==> src/rtl/intersection_sequencer_if.sv <==
// Purpose: request inputs, lamp outputs and state observation port of the
//          two-approach intersection sequencer.
// Ports:
//   CarA, CarB, Ped                      - sensor and button inputs, driven by the master side
//   SigGA/SigYA/SigRA, SigGB/SigYB/SigRB - approach lamps, driven by the sequencer
//   Walk, PedPending                     - walk lamp and latched pedestrian request
//   State                                - current sequencer state
interface intersection_sequencer_if;
    logic       CarA;
    logic       CarB;
    logic       Ped;
    logic       SigGA;
    logic       SigYA;
    logic       SigRA;
    logic       SigGB;
    logic       SigYB;
    logic       SigRB;
    logic       Walk;
    logic       PedPending;
    logic [2:0] State;

    // Environment side: drives the requests and observes the lamps.
    modport master (
        output CarA, CarB, Ped,
        input  SigGA, SigYA, SigRA, SigGB, SigYB, SigRB, Walk, PedPending, State
    );

    // Sequencer side: consumes the requests and drives the lamps.
    modport slave (
        input  CarA, CarB, Ped,
        output SigGA, SigYA, SigRA, SigGB, SigYB, SigRB, Walk, PedPending, State
    );
endinterface

==> src/rtl/intersection_sequencer.sv <==
// Purpose: sequences green/yellow/all-red phases for two conflicting approaches
//          plus a pedestrian walk phase. It latches the car and pedestrian
//          requests and times each phase with a saturating dwell counter.
// Ports:
//   CLK  - clock; all state changes happen on the rising edge
//   RST  - asynchronous, active-high reset
//   bus  - slave modport: CarA/CarB/Ped in; lamps, Walk, PedPending and State out
module intersection_sequencer #(
    parameter int unsigned CW        = 5,
    parameter int unsigned GREEN_MIN = 8,
    parameter int unsigned GREEN_MAX = 16,
    parameter int unsigned YELLOW_T  = 3,
    parameter int unsigned ALLRED_T  = 2,
    parameter int unsigned WALK_T    = 6
) (
    input  logic                    CLK,
    input  logic                    RST,
    intersection_sequencer_if.slave bus
);

    typedef enum logic [2:0] {
        S_AG  = 3'd0,
        S_AY  = 3'd1,
        S_ARB = 3'd2,
        S_BG  = 3'd3,
        S_BY  = 3'd4,
        S_ARA = 3'd5,
        S_WK  = 3'd6
    } state_e;

    // Last-phase thresholds: a phase of length N ends when cnt reaches N-1.
    localparam logic [CW-1:0] GMIN_LAST = CW'(GREEN_MIN - 1);
    localparam logic [CW-1:0] GMAX_LAST = CW'(GREEN_MAX - 1);
    localparam logic [CW-1:0] Y_LAST    = CW'(YELLOW_T - 1);
    localparam logic [CW-1:0] AR_LAST   = CW'(ALLRED_T - 1);
    localparam logic [CW-1:0] WK_LAST   = CW'(WALK_T - 1);
    localparam logic [CW-1:0] CNT_MAX   = {CW{1'b1}};

    // Lamp vector order: {GA, YA, RA, GB, YB, RB, Walk}
    localparam logic [6:0] LAMP_RESET = 7'b100_001_0;

    state_e        state_q, state_d;
    logic [CW-1:0] cnt_q,   cnt_d;
    logic          req_a_q, req_a_d;
    logic          req_b_q, req_b_d;
    logic          ped_q,   ped_d;
    logic          last_b_q, last_b_d;   // 0: A was the last green, 1: B
    logic [6:0]    lamp_q,  lamp_d;

    logic          trans;
    logic          enter_ag;
    logic          enter_bg;
    logic          enter_wk;

    // Moore lamp decode; each approach always shows exactly one lamp.
    function automatic logic [6:0] lamps_of(state_e s);
        logic [6:0] l;
        l = 7'b001_001_0;
        case (s)
            S_AG:    l = 7'b100_001_0;
            S_AY:    l = 7'b010_001_0;
            S_BG:    l = 7'b001_100_0;
            S_BY:    l = 7'b001_010_0;
            S_WK:    l = 7'b001_001_1;
            default: l = 7'b001_001_0;
        endcase
        return l;
    endfunction

    // Next state, dwell counter, request latches and registered lamps.
    always_comb begin
        state_d  = state_q;
        last_b_d = last_b_q;

        case (state_q)
            S_AG: begin
                if (cnt_q >= GMIN_LAST && (req_b_q || ped_q) &&
                    (!bus.CarA || cnt_q >= GMAX_LAST))
                    state_d = S_AY;
            end
            S_AY: begin
                if (cnt_q >= Y_LAST) begin
                    state_d  = S_ARB;
                    last_b_d = 1'b0;
                end
            end
            S_ARB: begin
                if (cnt_q >= AR_LAST)
                    state_d = ped_q ? S_WK : S_BG;
            end
            S_BG: begin
                if (cnt_q >= GMIN_LAST && (req_a_q || ped_q) &&
                    (!bus.CarB || cnt_q >= GMAX_LAST))
                    state_d = S_BY;
            end
            S_BY: begin
                if (cnt_q >= Y_LAST) begin
                    state_d  = S_ARA;
                    last_b_d = 1'b1;
                end
            end
            S_ARA: begin
                if (cnt_q >= AR_LAST)
                    state_d = ped_q ? S_WK : S_AG;
            end
            S_WK: begin
                // Serve the approach that did not hold green before the walk.
                if (cnt_q >= WK_LAST)
                    state_d = last_b_q ? S_AG : S_BG;
            end
            default: state_d = S_AG;
        endcase

        trans    = (state_d != state_q);
        enter_ag = trans && (state_d == S_AG);
        enter_bg = trans && (state_d == S_BG);
        enter_wk = trans && (state_d == S_WK);

        if (trans)
            cnt_d = '0;
        else if (cnt_q == CNT_MAX)
            cnt_d = cnt_q;
        else
            cnt_d = cnt_q + CW'(1);

        // A press is latched until its phase is entered; presses during the walk are dropped.
        req_a_d = (req_a_q || bus.CarA) && !enter_ag;
        req_b_d = (req_b_q || bus.CarB) && !enter_bg;
        ped_d   = (ped_q || (bus.Ped && state_q != S_WK)) && !enter_wk;

        lamp_d  = lamps_of(state_d);
    end

    // State and output registers.
    always_ff @(posedge CLK or posedge RST) begin
        if (RST) begin
            state_q  <= S_AG;
            cnt_q    <= '0;
            req_a_q  <= 1'b0;
            req_b_q  <= 1'b0;
            ped_q    <= 1'b0;
            last_b_q <= 1'b0;
            lamp_q   <= LAMP_RESET;
        end else begin
            state_q  <= state_d;
            cnt_q    <= cnt_d;
            req_a_q  <= req_a_d;
            req_b_q  <= req_b_d;
            ped_q    <= ped_d;
            last_b_q <= last_b_d;
            lamp_q   <= lamp_d;
        end
    end

    assign bus.SigGA      = lamp_q[6];
    assign bus.SigYA      = lamp_q[5];
    assign bus.SigRA      = lamp_q[4];
    assign bus.SigGB      = lamp_q[3];
    assign bus.SigYB      = lamp_q[2];
    assign bus.SigRB      = lamp_q[1];
    assign bus.Walk       = lamp_q[0];
    assign bus.PedPending = ped_q;
    assign bus.State      = 3'(state_q);

endmodule
==> src/flat_wrapper.sv <==
// flat-port wrapper written by rule: the top's interface ports become plain ports
module intersection_sequencer_flat 
#(
    parameter int unsigned CW        = 5,
    parameter int unsigned GREEN_MIN = 8,
    parameter int unsigned GREEN_MAX = 16,
    parameter int unsigned YELLOW_T  = 3,
    parameter int unsigned ALLRED_T  = 2,
    parameter int unsigned WALK_T    = 6
)
  (CLK, RST, bus_CarA, bus_CarB, bus_Ped, bus_SigGA, bus_SigYA, bus_SigRA, bus_SigGB, bus_SigYB, bus_SigRB, bus_Walk, bus_PedPending, bus_State);
  intersection_sequencer_if bus_i ();
  input  logic CLK;
  input  logic RST;
  input wire logic [$bits(bus_i.CarA)-1:0] bus_CarA;
  input wire logic [$bits(bus_i.CarB)-1:0] bus_CarB;
  input wire logic [$bits(bus_i.Ped)-1:0] bus_Ped;
  output wire logic [$bits(bus_i.SigGA)-1:0] bus_SigGA;
  output wire logic [$bits(bus_i.SigYA)-1:0] bus_SigYA;
  output wire logic [$bits(bus_i.SigRA)-1:0] bus_SigRA;
  output wire logic [$bits(bus_i.SigGB)-1:0] bus_SigGB;
  output wire logic [$bits(bus_i.SigYB)-1:0] bus_SigYB;
  output wire logic [$bits(bus_i.SigRB)-1:0] bus_SigRB;
  output wire logic [$bits(bus_i.Walk)-1:0] bus_Walk;
  output wire logic [$bits(bus_i.PedPending)-1:0] bus_PedPending;
  output wire logic [$bits(bus_i.State)-1:0] bus_State;
  assign bus_i.CarA = bus_CarA;
  assign bus_i.CarB = bus_CarB;
  assign bus_i.Ped = bus_Ped;
  assign bus_SigGA = bus_i.SigGA;
  assign bus_SigYA = bus_i.SigYA;
  assign bus_SigRA = bus_i.SigRA;
  assign bus_SigGB = bus_i.SigGB;
  assign bus_SigYB = bus_i.SigYB;
  assign bus_SigRB = bus_i.SigRB;
  assign bus_Walk = bus_i.Walk;
  assign bus_PedPending = bus_i.PedPending;
  assign bus_State = bus_i.State;
  intersection_sequencer #(.CW(CW), .GREEN_MIN(GREEN_MIN), .GREEN_MAX(GREEN_MAX), .YELLOW_T(YELLOW_T), .ALLRED_T(ALLRED_T), .WALK_T(WALK_T)) u_core (.CLK(CLK), .RST(RST), .bus(bus_i));
endmodule
==> config.mk <==
export PLATFORM = sky130hd
export DESIGN_NAME = intersection_sequencer_flat
export DESIGN_NICKNAME = d
export VERILOG_FILES = /design/src/rtl/intersection_sequencer_if.sv /design/src/rtl/intersection_sequencer.sv /design/src/flat_wrapper.sv
export SDC_FILE = /design/constraint.sdc
export NUM_CORES = 1
export LEC_CHECK = 0
export BUFFER_PORTS_ARGS = -buffer_cell sky130_fd_sc_hd__buf_2
export CAP_MARGIN = 20
export CORE_ASPECT_RATIO = 0.7
export CORE_MARGIN = 4
export CORE_UTILIZATION = 50
export DETAILED_ROUTE_END_ITERATION = 10
export PLACE_DENSITY = 0.71
export SYNTH_ARGS = -nofsm -noshare
export SYNTH_HDL_FRONTEND = slang
export SYNTH_SLANG_ARGS = --single-unit
==> constraint.sdc <==
create_clock -name CLK -period 4.9 [get_ports CLK]
set_input_delay 0.98 -clock CLK [delete_from_list [all_inputs] [get_ports CLK]]
set_output_delay 0.98 -clock CLK [all_outputs]
set_load 0.01 [all_outputs]
* Word-level counts from Yosys, hierarchy flattened
Index checks and enable logic that the tools add are counted.
** Word-level totals
- Flip-flop bits (word level) :: 19
- Input bits :: 5
- Output and inout bits :: 11
- Logic and storage cells :: 73
** Operators by class
- Add/sub/neg operators :: 1
- Magnitude comparators :: 5
- Eq/ne operators :: 16
- Multiplexer cells :: 17
- Reductions and logical operators :: 27
** Operator list (count)
- $pmux W7 S5 :: 1
- $mux W3 :: 9
- $pmux W3 S7 :: 1
- $eq A3 B3 Y1 const B :: 5
- $logic_and A1 B1 Y1 :: 11
- $ge A5 B3 Y1 const B :: 2
- $mux W5 :: 2
- $eq A3 B2 Y1 const B :: 3
- $logic_or A1 B1 Y1 :: 7
- $eq A3 B1 Y1 const B :: 2
- $logic_not A3 Y1 :: 2
- $ne A2 B1 Y1 const B :: 3
- $add A5 B1 Y5 const B :: 1
- $eq A5 B5 Y1 const B :: 1
- $ge A5 B1 Y1 const B :: 1
- $ge A5 B2 Y1 const B :: 1
- $ge A5 B4 Y1 const B :: 1
- $logic_not A1 Y1 :: 5
- $ne A3 B3 Y1 :: 1
- $ne A3 B3 Y1 const B :: 1
- $reduce_and A3 Y1 :: 1
- $mux W1 :: 2
- $mux W2 :: 1
- $pmux W1 S2 :: 1
- $reduce_bool A2 Y1 :: 1

* Longest topological paths before layout
Gate-level depths: netlist (run 1).
- Depth in word-level cells :: 9
- Gate-level depth with buffers :: 11
- Mapped depth without buffers :: 10

* Worst setup path before layout (run 1)
OpenSTA, ideal clock, no wires.
- Kind :: reg-to-reg
- Start point :: reg u_core.cnt_q[1]
- End point :: reg u_core.lamp_q[1]
- Setup time :: 0.088 ns
- Arrival :: 2.471 ns
- Setup slack :: 2.341 ns
- Cell stages (with the launch flop) :: 11
- Path buffers :: 2
- Cells stage by stage :: dfrtp_1 -> buf_6 -> inv_1 -> ha_1 -> or3_4 -> maj3_2 -> o22ai_2 -> and4_1 -> buf_6 -> ha_1 -> or3b_1
** Between the ends
- Word-level cells in the longest chain between the ends :: 7
- Elaborated cells on any way between the ends :: 25
** RTL lines
- start, declared :: RTL line intersection_sequencer.sv:43 : logic [CW-1:0] cnt_q, cnt_d;
- start signal, assigned :: RTL line intersection_sequencer.sv:146 : cnt_q <= cnt_d;
- $ge A5 B3 Y1 / $ge A5 B4 Y1 (equally long branches)
- $logic_and A1 B1 Y1 (tied with other cells) :: RTL line intersection_sequencer.sv:92 : if (cnt_q >= GMIN_LAST && (req_a_q || ped_q) &&
- $logic_and A1 B1 Y1, on equally long branches :: RTL line intersection_sequencer.sv:92, intersection_sequencer.sv:77
- $mux W3, on equally long branches :: RTL line intersection_sequencer.sv:92, intersection_sequencer.sv:77
- $pmux W3 S7 (*) :: RTL line intersection_sequencer.sv:75 : case (state_q)
- $eq A3 B3 Y1 (tied with other cells) :: RTL line intersection_sequencer.sv:59 : case (s)
- $pmux W7 S5 (*) :: RTL line intersection_sequencer.sv:59
- via u_core.lamp_d[1] :: RTL line intersection_sequencer.sv:48 : logic [6:0] lamp_q, lamp_d;
- end signal, assigned :: RTL line intersection_sequencer.sv:151 : lamp_q <= lamp_d;
- end, declared :: RTL line intersection_sequencer.sv:48
Mark *: on every way through the listed nets, which the timed path passes. The rest lies on a longest branch.
A chain may end at the register's enable or synchronous reset.

* Worst setup path in the final report (run 1)
Ends and elaborated chain as after synthesis.

==> impl_metrics.ini, run 1 <==
[timing]
drv_slew = 0
slew_headroom = 0.530
rsz0062_at_grt = false
final_hold_viol_count = 0
max_slew.worst_pin.slew_ns = 0.704
fin_skew_ns = 0.00827
tns_ns = 0
timing.fmax_ghz = 0.329
finalSetupViolations = 0
period_share = 0.620
fin_crit_ns = 3.04
whs_ns = 0.483

[synthesis]
synth-seq-area-share = 0.405
synth-edff-count = 0
netlist.top_cell.by_area = dfrtp_1
syn_area_per_cell_um2 = 9.36
synth_nets = 137
syn-cell-area_um2 = 1180
netlist.area_leader.share = 0.361
synth-main-ff-cell = dfrtp_1
synth.top_cells.by_count = 18 x nor2_1, 17 x dfrtp_1, 8 x a21oi_1
async_reset_ff_frac = 1.00
netlist_top_cells_area = dfrtp_1 36%, ha_1 6.4%, nor2_1 5.7%
synth.most_common_cell = nor2_1
ys_ff_latch = 19
yosysWarnings = 0
synthDistinctLibCells = 53
syn_inst = 126

[cts]
clockBufferDepth = 2
cts_setup_buffers = 0
cts_tree = built
hold_buffers = 0
cts_sinks = 19
clkLatencyLatePin_ns = 0.29
htreeDepth = 1
cts_root_buf = clkbuf_4
clk_pin_slew_ns = 0.10
cts_buffers = 3
cts-resized-gates = 0

[placed_design]
post-dp-hpwl_um = 1850
place_congestion = 0.846
portBuffers = 15
placed_area_um2 = 1250

[route]
vias_per_cell = 5.84
vias = 993
drtIter0Drc = 90
wl_per_cell_um = 15.0
dr.pass1.iters = 4
drc = 0
ant_nets = 0
wl_um = 2540

[power]
peakVddDrop_mv = 0.293
power_mw = 0.863
p_per_area_nw_per_um2 = 676
p_leak_nw = 0.592

[floorplan]
rows = 14
die_area_um2 = 3210
core_area_um2 = 2190
initial_core_util = 0.539
die_w_um = 66.1
ioPinCount = 16
dieHeight_um = 48.6

[final_layout]
nets = 150
drive_above_1_share = 0.217
diodes = 0
final_cell_area_um2 = 1280
area_growth_pct = 8.17
fillCellCount = 189

[setup_path]
start_kind = flop
cp.arrival_ns = 3.26
worst-r2r-setup-slack_ns = 1.86
critPathRequiredTime_ns = 5.12
cp_max_fo = 11
r2r_start = u_core.cnt_q[1]$_DFFE_PP0P_
criticalPathCategory = reg -> reg
cp-end-kind = flop
reg2regPathDepth = 9
r2r_end = u_core.lamp_q[1]$_DFF_PP1_

[min_path]
hp-start = u_core.req_b_q$_DFF_PP0_
worst_hold_path.num_cells = 1
whs_endpoint = u_core.req_b_q$_DFF_PP0_
hp-class = reg -> reg

[global_routing]
globalRouteMet2Util = 0.255
met1_usage = 0.263
antenna_found_initial = 0
grt_pass1_wl_um = 4370
grt_max_degree = 20
gr-total-overflow = 0
grt_busiest_layer = met1
met3_usage = 0.0440
grt_pass1_vias = 947
grtUsageTotal = 0.173

[status]
status = completed

[job]
cap_viol_max_count = 0
==> report_power, final <==
part           internal [mW]  switching (mW)
combinational          0.201           0.286
sequential             0.217          0.0828
clock                 0.0317          0.0448
==> cell usage in the layout (no fill, tap or decap), drive strengths merged, types with 2 or more instances in the layout <==
| master | Yosys | routed |
|---|---|---|
| a21o | 3 | 3 |
| a21oi | 8 | 8 |
| a31oi | 2 | 2 |
| and3 | 2 | 2 |
| buf | 5 | 15 |
| clkbuf | 2 | 4 |
| dfrtp | 17 | 17 |
| dfstp | 2 | 2 |
| ha | 6 | 6 |
| inv | 7 | 7 |
| nand2 | 6 | 6 |
| nand3 | 2 | 2 |
| nor2 | 18 | 18 |
| nor3 | 7 | 7 |
| o211ai | 2 | 2 |
| o21ai | 6 | 6 |
| o22ai | 2 | 2 |
| or3 | 2 | 2 |
| xor2 | 2 | 2 |
==> critical path: stages (launching register included) <==
cell	delay, ns
dfrtp_1	0.54
ha_1	0.25
and3_1	0.19
ha_1	0.16
nor2_1	0.05
and3_1	0.19
o31ai_1	0.40
and4_1	0.46
ha_1	0.34
or3b_1	0.39
==> stage by stage <==
step,setup slack (ns),util,cells
2_1_floorplan,2.34,-,126
3_3_place_gp,2.07,0.571,166
3_5_place_dp,1.91,0.571,166
4_1_cts,1.88,0.583,170
5_1_grt,1.69,0.583,170
6_report,1.86,0.583,170
==> logic make-up after synthesis <==
kind of cell,count (synthesis),synth area share
AOI/OAI and AO/OA,34,0.211
xor gates and xnor gates,3,0.0223
adders and majority gates,7,0.0732
buffers and inverters,14,0.0626
DFF,19,0.405
and+or+nand+nor,49,0.226
==> worst max-delay path by stage <==
stage                                     start                    endpoint  slack, ns  cells after the start
finish              u_core.cnt_q[1]$_DFFE_PP0P_  u_core.lamp_q[1]$_DFF_PP1_       1.86                      9
global route        u_core.cnt_q[1]$_DFFE_PP0P_  u_core.lamp_q[1]$_DFF_PP1_       1.69                      9
CTS                 u_core.cnt_q[1]$_DFFE_PP0P_  u_core.lamp_q[1]$_DFF_PP1_       1.88                      9
detailed placement  u_core.cnt_q[1]$_DFFE_PP0P_  u_core.lamp_q[1]$_DFF_PP1_       1.91                      9
global placement    u_core.cnt_q[1]$_DFFE_PP0P_  u_core.lamp_q[1]$_DFF_PP1_       2.07                      9
floorplan           u_core.cnt_q[1]$_DFFE_PP0P_  u_core.lamp_q[1]$_DFF_PP1_       2.34                     10
==> layout make-up <==
cell class                 count  area [um2]  share of cell area
clock buffer                   4        26.3              0.0206
multi-input combinational     93         628               0.492
timing repair buffer          15        75.1              0.0588
sequential                    19         478               0.375
inverter                       7        28.8              0.0225
tap                           32        40.0              0.0314
==> state kept, by name, indices dropped and copies added, names as in the netlist <==
register,flops
u_core.bus.PedPending,1
u_core.bus.State,3
u_core.cnt_q,5
u_core.lamp_q,7
u_core.last_b_q,1
u_core.req_a_q,1
u_core.req_b_q,1
==> layer usage <==
| layer | up-vias | part of all wire |
|---|---|---|
| met3 | 2 | 0.077 |
| li1 | 481 | - |
| met5 | - | 0 |
| met2 | 43 | 0.41 |
| met4 | 0 | 0.0031 |
| met1 | 467 | 0.51 |
No activity file was read; power rests on OpenSTA's default activity.
==> inputs of run 2 (changes only) <==
==> constraint.sdc (replaced) <==
create_clock -name CLK -period 2.8 [get_ports CLK]
set_input_delay 0.56 -clock CLK [delete_from_list [all_inputs] [get_ports CLK]]
set_output_delay 0.56 -clock CLK [all_outputs]
set_load 0.01 [all_outputs]
==> impl_metrics.ini, run 2 (synthesized netlist as in run 1, its figures left out) <==
[route]
drtIter0Drc = 74
ant_nets = 0
vias = 1033
dr.pass1.iters = 4
wl_um = 2670
wl_per_cell_um = 15.0
vias_per_cell = 5.80
drc = 0

[job]
cap_viol_max_count = 0

[global_routing]
globalRouteMet2Util = 0.263
grtUsageTotal = 0.182
grt_busiest_layer = met1
antenna_found_initial = 0
met1_usage = 0.273
grt_pass1_wl_um = 4530
gr-total-overflow = 0
grt_max_degree = 20
grt_pass1_vias = 958
met3_usage = 0.0509

[setup_path]
cp-end-kind = flop
cp_max_fo = 9
start_kind = flop
critPathMaxStageDelay_ns = 0.48
cp.arrival_ns = 2.88
cp_top_family = simple AND/OR/NAND/NOR gates
criticalPathCategory = reg -> reg
r2r_end = u_core.lamp_q[1]$_DFF_PP1_
critPathRequiredTime_ns = 3.03
reg2regPathDepth = 9
crit_top_cell = ha_1
r2r_start = u_core.cnt_q[0]$_DFFE_PP0P_
crit_chain = ha_1, and3_1, ha_1, nor2_1, and3_1, nor3_1, a221o_2, ha_1, or3b_1
worst-r2r-setup-slack_ns = 0.14
worst-path-buf-inv = 0
cp_slowest_cell = dfrtp_2

[final_layout]
largest_register_ffs = 7
fillCellCount = 204
diodes = 0
area_growth_pct = 13.4
nets = 158
multiInputGateArea_um2 = 628
regMostFlops = u_core.lamp_q
regArea_um2 = 479
drive_above_1_share = 0.267
final_cell_mix = 18 x nor2_1, 16 x dfrtp_1, 15 x buf_2
final_util = 0.611
final_common_cell = nor2_1

[placed_design]
post-dp-hpwl_um = 1940
portBuffers = 15
place_congestion = 0.884

[status]
status = completed

[cts]
clk_pin_slew_ns = 0.11
htreeDepth = 1
hold_buffers = 0
cts_root_buf = clkbuf_4
clockBufferDepth = 2
clkLatencyLatePin_ns = 0.31
cts_tree = built
cts_sinks = 19
cts_buffers = 3

[floorplan]
die_w_um = 66.1
initial_core_util = 0.539
die_area_um2 = 3210
dieHeight_um = 48.6
rows = 14
core_area_um2 = 2190
ioPinCount = 16

[timing]
timing.fmax_ghz = 0.376
drv_slew = 0
final_hold_viol_count = 0
fin_skew_ns = 0.0148
finalSetupViolations = 0
tns_ns = 0
rsz0062_at_grt = false
slew_headroom = 0.527
max_slew.worst_pin.slew_ns = 0.708
period_share = 0.949
fin_crit_ns = 2.66

[power]
p_per_area_nw_per_um2 = 1190
power_mw = 1.59
p_leak_nw = 0.628
peakVddDrop_mv = 0.481

[min_path]
hp-class = in -> async
run 2: layer usage:
layer  vias up  part of all wire  routed length, um
met5         -                 0                  0
met4         0            0.0068                 18
met3         4             0.093                248
met2        41              0.42               1110
met1       492              0.48               1290
li1        496                 -                  -
run 2: worst max-delay path by stage:
stage / startpoint / endpoint / slack (ns) / depth (start not counted)
after floorplan: u_core.cnt_q[1]$_DFFE_PP0P_ / u_core.lamp_q[1]$_DFF_PP1_ / 0.24 / 10
after global placement: u_core.cnt_q[0]$_DFFE_PP0P_ / u_core.lamp_q[1]$_DFF_PP1_ / 0.21 / 9
after detailed placement: u_core.cnt_q[0]$_DFFE_PP0P_ / u_core.lamp_q[1]$_DFF_PP1_ / 0.14 / 9
after CTS: u_core.cnt_q[0]$_DFFE_PP0P_ / u_core.lamp_q[1]$_DFF_PP1_ / 0.11 / 9
after global routing: u_core.cnt_q[0]$_DFFE_PP0P_ / u_core.lamp_q[1]$_DFF_PP1_ / 0.03 / 9
final: u_core.cnt_q[0]$_DFFE_PP0P_ / u_core.lamp_q[1]$_DFF_PP1_ / 0.14 / 9
run 2: power by group:
| part | internal (mW) | switching (mW) |
|---|---|---|
| Combinational | 0.417 | 0.588 |
| Clock | 0.0556 | 0.0852 |
| Sequential | 0.382 | 0.0629 |
| Total | 0.855 | 0.736 |
run 2: final cells by class:
class                   count  area share
multi-input cells          93       0.470
inverters                   7      0.0215
well taps                  32      0.0299
clock buffers               4      0.0196
repair buffers             23       0.101
flip-flops and latches     19       0.358
run 2: stage by stage:
stage | setup WS [ns] | instances | hold WS, ns | area, um2
floorplan | 0.241 | 126 | 0.446 | 1180
global placement | 0.209 | 174 | 0.473 | 1310
detailed placement | 0.139 | 174 | 0.486 | 1310
CTS | 0.112 | 178 | 0.364 | 1340
global route | 0.0335 | 178 | 0.424 | 1340
finish | 0.142 | 178 | 0.344 | 1340
run 2: repair_timing:
action                                 CTS  global route
setup endpoints to repair                0             1
endpoints found under the hold margin    0             0
buffers inserted                         0             0
gates resized for setup                  0             1
